`src/rtl/jt12_cmd_seq.sv`:
```
// jt12_cmd_seq: command FIFO plus bus sequencer for a YM2612-style chip.
// Commands are queued at full clk rate and played out on the chip bus at
// the cen rate: FM register writes (with busy polling), PSG writes, and
// sample-count waits paced by the chip sample strobe.
`timescale 1ns/1ps
module jt12_cmd_seq #(
  parameter int AW      = 4,
  parameter int WR_CYC  = 2,
  parameter int BUSY_TO = 255
) (
  input  logic        clk,
  input  logic        rst,
  input  logic        cen,
  input  logic        cmd_valid,
  output logic        cmd_ready,
  input  logic [18:0] cmd_data,
  output logic [7:0]  din,
  output logic [1:0]  addr,
  output logic        cs_n,
  output logic        wr_n,
  output logic        psg_wr_n,
  input  logic [7:0]  dout,
  input  logic        snd_sample,
  output logic        idle,
  output logic        timeout,
  output logic [AW:0] level
);

  localparam int DEPTH = 1 << AW;
  localparam int CW    = (WR_CYC > 1) ? $clog2(WR_CYC) : 1;
  localparam int PW    = (BUSY_TO > 1) ? $clog2(BUSY_TO) : 1;
  localparam logic [CW-1:0] WR_LAST   = CW'(WR_CYC - 1);
  localparam logic [PW-1:0] POLL_LAST = PW'(BUSY_TO - 1);

  localparam logic [1:0] OP_FM   = 2'b00;
  localparam logic [1:0] OP_PSG  = 2'b01;
  localparam logic [1:0] OP_WAIT = 2'b10;

  localparam logic [3:0] ST_IDLE = 4'd0;
  localparam logic [3:0] ST_POLL = 4'd1;
  localparam logic [3:0] ST_AWR  = 4'd2;
  localparam logic [3:0] ST_AREL = 4'd3;
  localparam logic [3:0] ST_DWR  = 4'd4;
  localparam logic [3:0] ST_DREL = 4'd5;
  localparam logic [3:0] ST_PWR  = 4'd6;
  localparam logic [3:0] ST_PREL = 4'd7;
  localparam logic [3:0] ST_WAIT = 4'd8;

  // FIFO storage and pointers
  logic [18:0]   r_mem [DEPTH];
  logic [AW-1:0] r_wr_ptr;
  logic [AW-1:0] r_rd_ptr;
  logic [AW:0]   r_level;

  // Sequencer state
  logic [3:0]    r_state;
  logic [CW-1:0] r_wcnt;
  logic [PW-1:0] r_poll_cnt;
  logic [15:0]   r_wait_cnt;
  logic          r_part;
  logic [7:0]    r_reg;
  logic [7:0]    r_val;
  logic          r_timeout;
  logic          r_cs_n;
  logic          r_wr_n;
  logic          r_psg_wr_n;
  logic [7:0]    r_din;
  logic [1:0]    r_addr;

  // Sample strobe edge detection
  logic          r_snd_d;
  logic          r_edge_pend;

  logic [18:0]   w_head;
  logic [1:0]    w_op;
  logic          w_push;
  logic          w_pop;
  logic          w_snd_rise;
  logic          w_poll_expire;
  logic          w_part_n;
  logic [7:0]    w_reg_n;
  logic [7:0]    w_val_n;
  logic [3:0]    w_state_next;
  logic          w_cs_n_next;
  logic          w_wr_n_next;
  logic          w_psg_wr_n_next;
  logic [7:0]    w_din_next;
  logic [1:0]    w_addr_next;
  logic          w_unused;

  // Only the busy flag of the status byte matters here.
  assign w_unused = ^dout[6:0];

  // The head entry is read asynchronously: the pop decision and the next
  // bus values depend on it in the same cycle.
  assign w_head     = r_mem[r_rd_ptr];
  assign w_op       = w_head[18:17];
  assign cmd_ready  = !rst && !r_level[AW];
  assign w_push     = cmd_valid && cmd_ready;
  assign w_pop      = cen && (r_state == ST_IDLE) && (r_level != '0);
  assign w_snd_rise = snd_sample && !r_snd_d;
  assign w_poll_expire = dout[7] && (r_poll_cnt == POLL_LAST);

  // Fields of the command in flight, including the one being popped now.
  assign w_part_n = w_pop ? w_head[16]   : r_part;
  assign w_reg_n  = w_pop ? w_head[15:8] : r_reg;
  assign w_val_n  = w_pop ? w_head[7:0]  : r_val;

  // FIFO storage write; no reset needed on the data array.
  always_ff @(posedge clk) begin
    if (w_push) begin
      r_mem[r_wr_ptr] <= cmd_data;
    end
  end

  // FIFO pointers and occupancy; push is independent of cen.
  always_ff @(posedge clk) begin
    if (rst) begin
      r_wr_ptr <= '0;
      r_rd_ptr <= '0;
      r_level  <= '0;
    end else begin
      if (w_push) r_wr_ptr <= r_wr_ptr + AW'(1);
      if (w_pop)  r_rd_ptr <= r_rd_ptr + AW'(1);
      if (w_push && !w_pop)      r_level <= r_level + (AW+1)'(1);
      else if (!w_push && w_pop) r_level <= r_level - (AW+1)'(1);
    end
  end

  // Sample strobe rising edges are caught every clk and held until a cen.
  always_ff @(posedge clk) begin
    if (rst) begin
      r_snd_d     <= 1'b0;
      r_edge_pend <= 1'b0;
    end else begin
      r_snd_d     <= snd_sample;
      r_edge_pend <= w_snd_rise || (r_edge_pend && !cen);
    end
  end

  // Next-state logic of the bus sequencer.
  always_comb begin
    w_state_next = r_state;
    case (r_state)
      ST_IDLE: begin
        if (w_pop) begin
          case (w_op)
            OP_FM:   w_state_next = ST_POLL;
            OP_PSG:  w_state_next = ST_PWR;
            OP_WAIT: w_state_next = (w_head[15:0] == 16'd0) ? ST_IDLE : ST_WAIT;
            default: w_state_next = ST_IDLE;
          endcase
        end
      end
      ST_POLL: if (!dout[7] || w_poll_expire) w_state_next = ST_AWR;
      ST_AWR:  if (r_wcnt == WR_LAST) w_state_next = ST_AREL;
      ST_AREL: w_state_next = ST_DWR;
      ST_DWR:  if (r_wcnt == WR_LAST) w_state_next = ST_DREL;
      ST_DREL: w_state_next = ST_IDLE;
      ST_PWR:  if (r_wcnt == WR_LAST) w_state_next = ST_PREL;
      ST_PREL: w_state_next = ST_IDLE;
      ST_WAIT: if (r_edge_pend && (r_wait_cnt == 16'd1)) w_state_next = ST_IDLE;
      default: w_state_next = ST_IDLE;
    endcase
  end

  // Bus values for the state being entered; din/addr hold unless driven.
  always_comb begin
    w_cs_n_next     = 1'b1;
    w_wr_n_next     = 1'b1;
    w_psg_wr_n_next = 1'b1;
    w_din_next      = r_din;
    w_addr_next     = r_addr;
    case (w_state_next)
      ST_POLL: begin
        w_cs_n_next = 1'b0;
        w_addr_next = 2'b00;
      end
      ST_AWR: begin
        w_cs_n_next = 1'b0;
        w_wr_n_next = 1'b0;
        w_addr_next = {w_part_n, 1'b0};
        w_din_next  = w_reg_n;
      end
      ST_DWR: begin
        w_cs_n_next = 1'b0;
        w_wr_n_next = 1'b0;
        w_addr_next = {w_part_n, 1'b1};
        w_din_next  = w_val_n;
      end
      ST_PWR: begin
        w_psg_wr_n_next = 1'b0;
        w_din_next      = w_val_n;
      end
      default: ;
    endcase
  end

  // Sequencer registers advance only on cen; reset wins regardless of cen.
  always_ff @(posedge clk) begin
    if (rst) begin
      r_state    <= ST_IDLE;
      r_wcnt     <= '0;
      r_poll_cnt <= '0;
      r_wait_cnt <= '0;
      r_part     <= 1'b0;
      r_reg      <= '0;
      r_val      <= '0;
      r_timeout  <= 1'b0;
      r_cs_n     <= 1'b1;
      r_wr_n     <= 1'b1;
      r_psg_wr_n <= 1'b1;
      r_din      <= '0;
      r_addr     <= '0;
    end else if (cen) begin
      r_state    <= w_state_next;
      r_cs_n     <= w_cs_n_next;
      r_wr_n     <= w_wr_n_next;
      r_psg_wr_n <= w_psg_wr_n_next;
      r_din      <= w_din_next;
      r_addr     <= w_addr_next;
      r_part     <= w_part_n;
      r_reg      <= w_reg_n;
      r_val      <= w_val_n;

      if (w_pop && (w_op == OP_WAIT)) begin
        r_wait_cnt <= w_head[15:0];
      end else if ((r_state == ST_WAIT) && r_edge_pend) begin
        r_wait_cnt <= r_wait_cnt - 16'd1;
      end

      // Strobe-length counter restarts on every state change.
      if (((r_state == ST_AWR) || (r_state == ST_DWR) || (r_state == ST_PWR)) &&
          (w_state_next == r_state)) begin
        r_wcnt <= r_wcnt + CW'(1);
      end else begin
        r_wcnt <= '0;
      end

      if ((r_state == ST_POLL) && (w_state_next == ST_POLL)) begin
        r_poll_cnt <= r_poll_cnt + PW'(1);
      end else begin
        r_poll_cnt <= '0;
      end

      // Giving up on busy is remembered until reset.
      if ((r_state == ST_POLL) && w_poll_expire) begin
        r_timeout <= 1'b1;
      end
    end
  end

  assign din      = r_din;
  assign addr     = r_addr;
  assign cs_n     = r_cs_n;
  assign wr_n     = r_wr_n;
  assign psg_wr_n = r_psg_wr_n;
  assign timeout  = r_timeout;
  assign level    = r_level;
  assign idle     = (r_state == ST_IDLE) && (r_level == '0);

endmodule

```
`config.mk`:
```
export PLATFORM = sky130hd
export DESIGN_NAME = jt12_cmd_seq
export DESIGN_NICKNAME = d
export VERILOG_FILES = /design/src/rtl/jt12_cmd_seq.sv
export SDC_FILE = /design/constraint.sdc
export NUM_CORES = 1
export LEC_CHECK = 0
export ABC_AREA = 0
export BUFFER_PORTS_ARGS = -buffer_cell sky130_fd_sc_hd__buf_4
export CORE_MARGIN = 2
export CORE_UTILIZATION = 40
export CTS_BUF_LIST = sky130_fd_sc_hd__clkbuf_8
export DETAILED_ROUTE_END_ITERATION = 7
export GPL_TIMING_DRIVEN = 0
export PLACE_DENSITY = 0.65
export SYNTH_ARGS = -nofsm -noshare
export SYNTH_HDL_FRONTEND = slang
export SYNTH_SLANG_ARGS = --single-unit
```
`constraint.sdc`:
```
create_clock -name clk -period 3.98 [get_ports clk]
set_clock_uncertainty 0.05 [all_clocks]
set_input_delay 0.995 -clock clk [delete_from_list [all_inputs] [get_ports clk]]
set_output_delay 0.995 -clock clk [all_outputs]
set_load 0.03 [all_outputs]
```
* Yosys cells after proc, flatten, opt, wreduce, memory -nomap -nowiden
Memory sizes are Yosys's and may differ from the RTL's. A register that Yosys moved wholly into a read port is not among the register bits.
Cells that the tools add are included.
** Operators by class
- Multiplexer cells :: 27
- Reduce and logical (&&, ||, !) cells :: 43
- Equality and inequality tests :: 15
- Add/sub/neg operators :: 7
** Operator list (number)
- 4-bit two-way mux :: 9
- 16-bit two-way mux :: 2
- 4-bit case mux with 7 select lines :: 1
- 8-bit two-way mux :: 3
- 16-bit by 1-bit == test with 1-bit output, second input constant :: 1
- 4-bit by 3-bit == test with 1-bit output, second input constant :: 4
- 1-bit logical AND :: 16
- 16-bit logical NOT :: 1
- 8-bit case mux with 2 select lines :: 1
- 16-bit by 1-bit subtractor with 16-bit output, second input constant :: 1
- 4-bit by 2-bit == test with 1-bit output, second input constant :: 3
- 4-bit case mux with 3 select lines :: 1
- 5-bit two-way mux :: 2
- 4-bit by 1-bit adder with 4-bit output, second input constant :: 2
- 8-bit by 1-bit adder with 8-bit output, second input constant :: 1
- 4-bit by 1-bit == test with 1-bit output, second input constant :: 2
- 8-bit == test, second input constant :: 1
- 2-bit AND reduction :: 4
- 1-bit logical NOT :: 7
- 1-bit two-way mux :: 7
- 2-bit case mux with 3 select lines :: 1
- 2-bit nonzero test :: 3
- 5-bit by 1-bit adder with 5-bit output, second input constant :: 1
- 5-bit logical NOT :: 1
- 13 further kinds :: 17
** Storage, ports and cells
- Register bits after elaboration :: 75
- Memories :: 1
- Bits in writable memories :: 304
- Logic and storage cells :: 111
- Bits of input ports :: 32
- Output and inout bits :: 21
** Memories
- r_mem :: words 16, bits a word 19, rd ports 1, clocked after memory_dff 1, wr ports 1, RTL line 50 : logic [18:0] r_mem [DEPTH];

* Depth between registers and ports, before layout
Gate-level depths: netlist of the first run.
- Word-level depth :: 9
- Gate-level depth with buffers :: 16
- Mapped depth without buffers :: 13

* Worst setup path before layout of the first run
Ideal clock, no wire load.
- Path kind :: input to register
- From :: input rst
- To :: memory r_mem[3][0], enable pin
- Stages on the path :: 5
- Slack :: 0.094 ns
- Data required time :: 3.511 ns
- Arrival time :: 3.417 ns
- Setup time :: 0.419 ns
- Path buffers :: 1
- Cell sequence :: nor2_1 > and2_1 > clkbuf_1 > nand2_1 > nor3_1
** On the way
- Word-level cells in the longest chain between the ends :: 5
** Ends and longest elaborated chain
- start: declaration :: RTL line 12 : input logic rst,
- 1-bit logical NOT :: RTL line 98 : assign cmd_ready = !rst && !r_level[AW];
- 1-bit logical AND :: RTL line 98
- 1-bit logical AND :: RTL line 99 : assign w_push = cmd_valid && cmd_ready;
- net w_push :: RTL line 76 : logic w_push;
- 1-bit two-way mux :: RTL line 111 : if (w_push) begin
- 1-bit two-way mux (not written as such) :: RTL line 112 : r_mem[r_wr_ptr] <= cmd_data;
- end: declaration :: RTL line 50
The timed path passes the listed nets, and every way through them passes these cells.

==> summary.txt, run 1 <==
Final layout
  – Layout fillers: 3386
  – Share of layout cells above drive strength 1: 22.49%
  – Antenna diode count: 0
  – Top Registers: r_mem: 304 flops, r_wait_cnt: 16 flops
  – Final cell utilization of the core: 46.68%
  – Layout area overhead: 15.68%
  – Largest register FFs: 304
  – Final net count: 1168
  – Top reg by flops: r_mem

Detailed routing
  – Iter 0 DRT Violations: 921
  – DRT antenna net count: 0
  – WL final: 37050 um
  – DR pass1 iterations: 5
  – Via density: 5.482
  – Via count: 9275
  – DR DRC count: 0
  – WL/cell: around 22 um

Power
  – Peak VDD IR: between 200 and 300 uV
  – Leakage: 5.997 nW
  – Pwr dens: 557.2 mW/mm^2
  – Net Sw Power: about 3 mW
  – Clock power frac: 30.9%
  – Int Pwr: 7.022 mW
  – Seq pwr share: 45.5%
  – Comb pwr share: 23.6%
  – Switching part of the total: around 30%

Synth
  – Syn Inst Count: about 1000
  – Yosys top cell by area: edfxtp_1
  – Number of flops mapped to enable cells by yosys: 304
  – Mean Syn Cell Area: 15.53 um^2
  – Synth top cells by count: edfxtp_1, nor2_1, dfxtp_1
  – Synth Cell Area: roughly 0.016 mm^2
  – Yosys warning count: 0
  – Ys async rst share: 0%
  – Ys flop type: edfxtp_1
  – Seq/Total Area, Yosys: 68.84%
  – Most frequent cell after synthesis: edfxtp_1
  – Post-synthesis cell type count: between 60 and 70
  – Synth area leaders: edfxtp_1, dfxtp_1, mux4_2
  – Number of synthesized register bits: 383
  – Yosys top cell area share: 58.68%
  – Synthesized net count: 1048

Die
  – Starting Density: 40.35%
  – # IOs: 53
  – Core area: 0.03856 mm^2
  – Die area: 0.04049 mm^2
  – Die width: ~200 um
  – Std cell rows: 72
  – Die height: 201.2 um

Min path
  – Worst Min Path Start: din[4]
  – WHS Endpoint: din[4]
  – Hold Crit Depth: 2
  – Min-delay worst type: register to register

Place
  – DPL Wire Length: 24170 um
  – Buffers on Ports: 45
  – DP Worst Slack: ~0.090 ns
  – GPL Wtd Cong: between 0.8 and 0.9

Global route
  – Initial antenna violation count: 2
  – First-pass GRT wire length: 56030 um
  – Global route overflow: 0
  – Total track usage: 18.36%
  – Vias in the first global route: a little over 9000
  – Largest net degree at the start of global routing: 20

Critical path
  – Critical path arrival: 4.20 ns
  – CP required: 4.39 ns
  – Crit Path Max Fanout: 10
  – Critical path class: register to register
  – R2R cell count: 10
  – CP startpoint kind: register
  – FF-to-FF setup slack: slightly below 0.2 ns
  – R2R Path End: r_state[3]
  – Crit end category: register

STA
  – Final hold vios: 0
  – Max-slew violation count: 0
  – Min setup slack post-route: 0.1920 ns
  – Setup TNS: 0 ns
  – Post-route minimum period: 3.788 ns
  – Unrepaired setup endpoints after global routing: no
  – F_max: 0.2640 GHz
  – Tightest Pin Transition: about 1.1 ns
  – Max_slew headroom: between 20% and 30%
  – Setup Viol. Count Final: 0
  – Tcrit/Tclk final: 95.18%

Clock tree
  – Clock Latency Late Sink: 0.63 ns
  – Clock Tree Root: clkbuf_8
  – Reg clk slew, reported paths: ~0.060 ns
  – H-Tree Depth: 2
  – CTS Buf Count: 60
  – Sink Count: 383
  – Post-CTS setup repair buffer count: 0
  – Clk buf depth: 3
  – CTS tree: built

Run status
  – Status: completed

Run
  – Max cap viols: 0
[area by class of cell]
| class | count | area (um^2) | area share (%) |
|---|---|---|---|
| Buffer | 54 | 310.3 | 1.724 |
| Clock buffer | 67 | 922.1 | 5.124 |
| Clock inverter | 47 | 205.2 | 1.140 |
| Inverter | 15 | 56.30 | 0.3128 |
| Multi-Input combinational cell | 549 | 4569 | 25.39 |
| Sequential cell | 383 | 10710 | 59.51 |
| Tap cell | 518 | 648.1 | 3.601 |
| Timing Repair Buffer | 59 | 575.6 | 3.198 |
[power by group through the flow]
stage | Combinational [mW] | Sequential (mW) | Clock (mW)
floorplan | 1.60 | 4.71 | 0
global placement | 2.31 | 4.65 | 0
detailed placement | 2.36 | 4.65 | 0
CTS | 2.37 | 4.57 | 3.17
global route | 2.58 | 4.58 | 3.36
finish | 2.37 | 4.56 | 3.10
[per-layer routing]
metal  GRT usage [%]  vias to the layer above  wire length [um]
li1                -                     4162                 -
met1           25.59                     4686             15980
met2           29.54                      363             17690
met3           3.563                       64              2596
met4           5.147                        0               779
met5               0                        -                 0
[layout by cell type, fill, tap and decap left out, types with 35 or more instances in the layout]
master	synthesis	final
buf_4	2	47
a21oi_1	47	47
nand2_1	51	51
inv_1	15	38
dfxtp_1	79	79
mux4_2	58	58
o21ai_0	35	35
clkbuf_8	0	67
edfxtp_1	304	304
nor2_1	90	78
mux2i_1	38	38
[through the flow]
| stage | instances | total power, mW | cell area [um^2] | hold WS, ns |
|---|---|---|---|---|
| 4_1_cts | 1693 | 10.11 | 17990 | 0.4210 |
| 2_1_floorplan | 1002 | 6.315 | 15560 | 0.3911 |
| 3_5_place_dp | 1579 | 7.008 | 16860 | 0.4129 |
| 3_3_place_gp | 1565 | 6.956 | 16540 | 0.4008 |
| 5_1_grt | 1692 | 10.52 | 18000 | 0.4518 |
| 6_report | 1692 | 10.03 | 18000 | 0.4259 |
[worst max-delay path, cell delays in order (launching register included)]
cell	delay, ns
dfxtp_1	0.33
buf_6	0.14
buf_6	0.17
buf_6	0.17
buf_2	0.32
buf_2	0.41
mux4_2	0.38
o31ai_1	0.89
nand4_1	0.17
nor4_1	0.44
o31ai_1	0.11
[repair_timing]
action                                 4_1_cts  5_1_grt
gates resized for setup                      0        3
hold buffers                                 0        0
endpoints found under the hold margin        0        0
setup endpoints to repair                    0        2
[cells by family after synthesis]
| kind of cell | count (synthesis) | synth area share [%] |
|---|---|---|
| AO/OA/AOI/OAI | 168 | 7.190 |
| XOR/XNOR | 17 | 0.9570 |
| adder cells (fa/ha/maj) | 14 | 1.174 |
| buffers and inverters | 70 | 2.340 |
| flip-flops | 383 | 68.84 |
| multiplexers | 110 | 12.14 |
| AND/OR/NAND/NOR | 240 | 7.351 |
[worst max-delay path by stage]
| stage | from | endpoint | slack (ns) | cells after the start |
|---|---|---|---|---|
| 6_report | register | r_state[3] | 0.19 | 10 |
| 5_1_grt | register | r_state[3] | 0.01 | 10 |
| 4_1_cts | level[0] | level[4] | 0.16 | 14 |
| 3_5_place_dp | cen | level[4] | 0.09 | 14 |
| 3_3_place_gp | rst | r_mem[3][9] | -1.41 | 6 |
| 2_1_floorplan | rst | r_mem[3][0] | 0.09 | 5 |
Power figures use the tool's default switching activity.
==> run 2, diff against run 1 <==
Settings changed: CORE_UTILIZATION 40 to 35, PLACE_DENSITY 0.65 to 0.6.
==> summary.txt, run 2 (same netlist as run 1, synthesis figures left out) <==
Detailed routing
  – DRT antenna net count: 0 (unchanged)
  – WL/cell: 22.49 um (+2.7%)
  – DR pass1 iterations: 5 (unchanged)
  – Top routing layer in use: met5
  – WL met1: 17250 um (+7.9%)
  – Iter 0 DRT Violations: 756 (-18%)
  – DR DRC count: 0 (unchanged)
  – WL final: 39560 um (+6.8%)
  – Via density: 5.273 (-3.8%)
  – Met3 Routed Length: 2750 um (+5.9%)
  – Via count: 9276 (+0.011%)
  – Met2 wire len: 18540 um (+4.8%)

Clock tree
  – Clock Tree Root: clkbuf_8
  – Clk buf depth: 3 (unchanged)
  – Post-CTS setup repair buffer count: 0 (unchanged)
  – Clock Latency Late Sink: 0.64 ns (about the same)
  – Reg clk slew, reported paths: 0.07 ns (about the same)
  – Sink Count: 383 (unchanged)
  – CTS tree: built
  – H-Tree Depth: 2 (unchanged)
  – CTS Buf Count: 60 (unchanged)

STA
  – Setup Viol. Count Final: 0 (unchanged)
  – Tightest Pin Transition: 1.044 ns (-0.05697 ns)
  – Max_slew headroom: 30.03% (+4.0 points)
  – F_max: 0.2766 GHz (+4.8%)
  – Final hold slack: 0.4199 ns (-0.005960 ns)
  – Tcrit/Tclk final: 90.83% (-4.3 points)
  – Setup TNS: 0 ns (unchanged)
  – Final hold vios: 0 (unchanged)
  – Unrepaired setup endpoints after global routing: no
  – Max-slew violation count: 0 (unchanged)
  – Post-route minimum period: 3.615 ns (-0.1729 ns)

Power
  – Seq pwr share: 45.0% (-0.5 points)
  – Int Pwr: 7.084 mW (+0.88%)
  – Comb pwr share: 23.5% (about the same)
  – Tot Pwr: 10.15 mW (+1.2%)
  – Peak VDD IR: 259.4 uV (-5.3%)
  – Net Sw Power: 3.070 mW (+2.1%)
  – Switching part of the total: 30.23% (+0.25 points)
  – Pwr dens: 561.4 mW/mm^2 (+0.75%)
  – Clock power frac: 31.5% (+0.6 points)
  – Leakage: 5.953 nW (-0.73%)

Run status
  – Status: completed

Die
  – Std cell rows: 77 (+6.9%)
  – Die width: 214.8 um (+6.8%)
  – Die height: 214.8 um (+6.8%)
  – # IOs: 53 (unchanged)
  – Die area: 0.04615 mm^2 (+14%)
  – Starting Density: 35.33% (-5.0 points)
  – Core area: 0.04403 mm^2 (+14%)

Critical path
  – CP max-delay cell: or4_1
  – Crit Path Max Fanout: 10 (unchanged)
  – R2R Path End: r_state[3]
  – Critical path arrival: 4.07 ns (-0.13 ns)
  – Critical Path Max Stage Delay: 0.60 ns (-0.29 ns)
  – Critical path, cell by cell: buf_2 > clkbuf_2 > clkbuf_1 > o21ai_0 > or4_1 > nor4_1 > o31ai_1
  – Critical path class: register to register
  – FF-to-FF setup slack: 0.36 ns (+0.17 ns)
  – Crit end category: register
  – CP required: 4.43 ns (+0.04 ns)
  – R2R cell count: 7 (-3)
  – CP startpoint kind: register

Final layout
  – Share of layout cells above drive strength 1: 23.05% (+0.56 points)
  – Top Registers: r_mem: 304 flops, r_wait_cnt: 16 flops
  – Top reg by flops: r_mem
  – Antenna diode count: 0 (unchanged)
  – Largest register FFs: 304 (unchanged)
  – Final net count: 1166 (-0.17%)
  – Non-Filler Instances: 1759 (+4.0%)
  – Most frequent cells in the layout: edfxtp_1, dfxtp_1, nor2_1
  – Layout area overhead: 16.25%
  – Final cell utilization of the core: 41.08% (-5.6 points)
  – Most common cell after layout, fill and taps aside: edfxtp_1

Global route
  – Total track usage: 17.08% (-1.3 points)
  – Global route overflow: 0 (unchanged)
  – Vias in the first global route: 9236 (+1.9%)
  – Largest net degree at the start of global routing: 20 (unchanged)
  – First-pass GRT wire length: 58750 um (+4.8%)
  – Initial antenna violation count: 2 (unchanged)

Min path
  – WHS Endpoint: r_part
  – Worst Min Path Start: r_part
  – Min-delay worst type: register to register
  – Hold Crit Depth: 2 (unchanged)

Place
  – DPL Wire Length: 24660 um (+2.0%)
  – GPL Wtd Cong: 0.8216 (-2.2%)
  – Buffers on Ports: 45 (unchanged)
  – Placed cell count: 1651 (+4.6%)

Run
  – Max cap viols: 0 (unchanged)
-- run 2: changes by cell type in the layout (fill, tap and decap cells not counted), moves of 2 or more --
cell,previous run,this run
buf_16,4,1
a221oi_2,1,3
a221oi_1,19,17
clkinv_2,7,10
buf_8,4,2
bufinv_16,0,2
buf_12,0,2
inv_1,38,30
nor2_4,6,12
clkbuf_2,0,2
nor2_2,7,1
clkbuf_8,67,63
-- run 2: what timing repair did --
item                       in CTS  in global routing
cloned                          0                  0
resized for setup               2                  6
setup endpoints to repair       1                  4
hold buffers                    0                  0
-- run 2: area by class of cell --
cell class                 count  area, um^2
timing repair buffer          57       514.2
multi-input combinational    549        4617
clock buffer                  63       867.1
sequential                   383       10710
inverter                      15       56.30
buffer                        54       306.5
tap                          592       740.7
clock inverter                46       274.0
fill                        4054       25940
-- run 2: worst max-delay path by stage --
stage,from,end,slack [ns],depth (start not counted)
2_1_floorplan,rst,r_mem[3][0],0.09,5
3_3_place_gp,rst,r_mem[3][9],-1.47,6
3_5_place_dp,register,r_state[3],-0.07,8
4_1_cts,register,r_state[3],0.05,8
5_1_grt,level[0],level[4],0.1,13
6_report,register,r_state[3],0.36,7
-- run 2: worst max-delay path: cells and delay by family (launching register included) --
family                 cells  cell delay [ns]
AOI/OAI and AO/OA          2             0.65
DFF                        1             0.48
buffers and inverters      3             1.34
and+or+nand+nor            2             0.94
-- run 2: metrics by stage --
stage	area [um^2]	setup WS [ns]
3_3_place_gp	16640	-1.470
2_1_floorplan	15560	0.09430
5_1_grt	18090	0.09581
4_1_cts	18080	0.04740
6_report	18090	0.3649
3_5_place_dp	16920	-0.06784
-- run 2: metal layers --
metal	track usage, %	vias up
li1	-	4155
met1	23.09	4717
met2	27.45	318
met3	3.864	84
met4	5.347	2
met5	0	-
-- run 2: power groups by stage --
stage,logic (mW),registers (mW),clock network [mW]
after floorplan,1.60,4.71,0
after global placement,2.35,4.65,0
after detailed placement,2.39,4.65,0
after CTS,2.40,4.57,3.26
after global routing,2.60,4.58,3.44
final,2.39,4.57,3.20
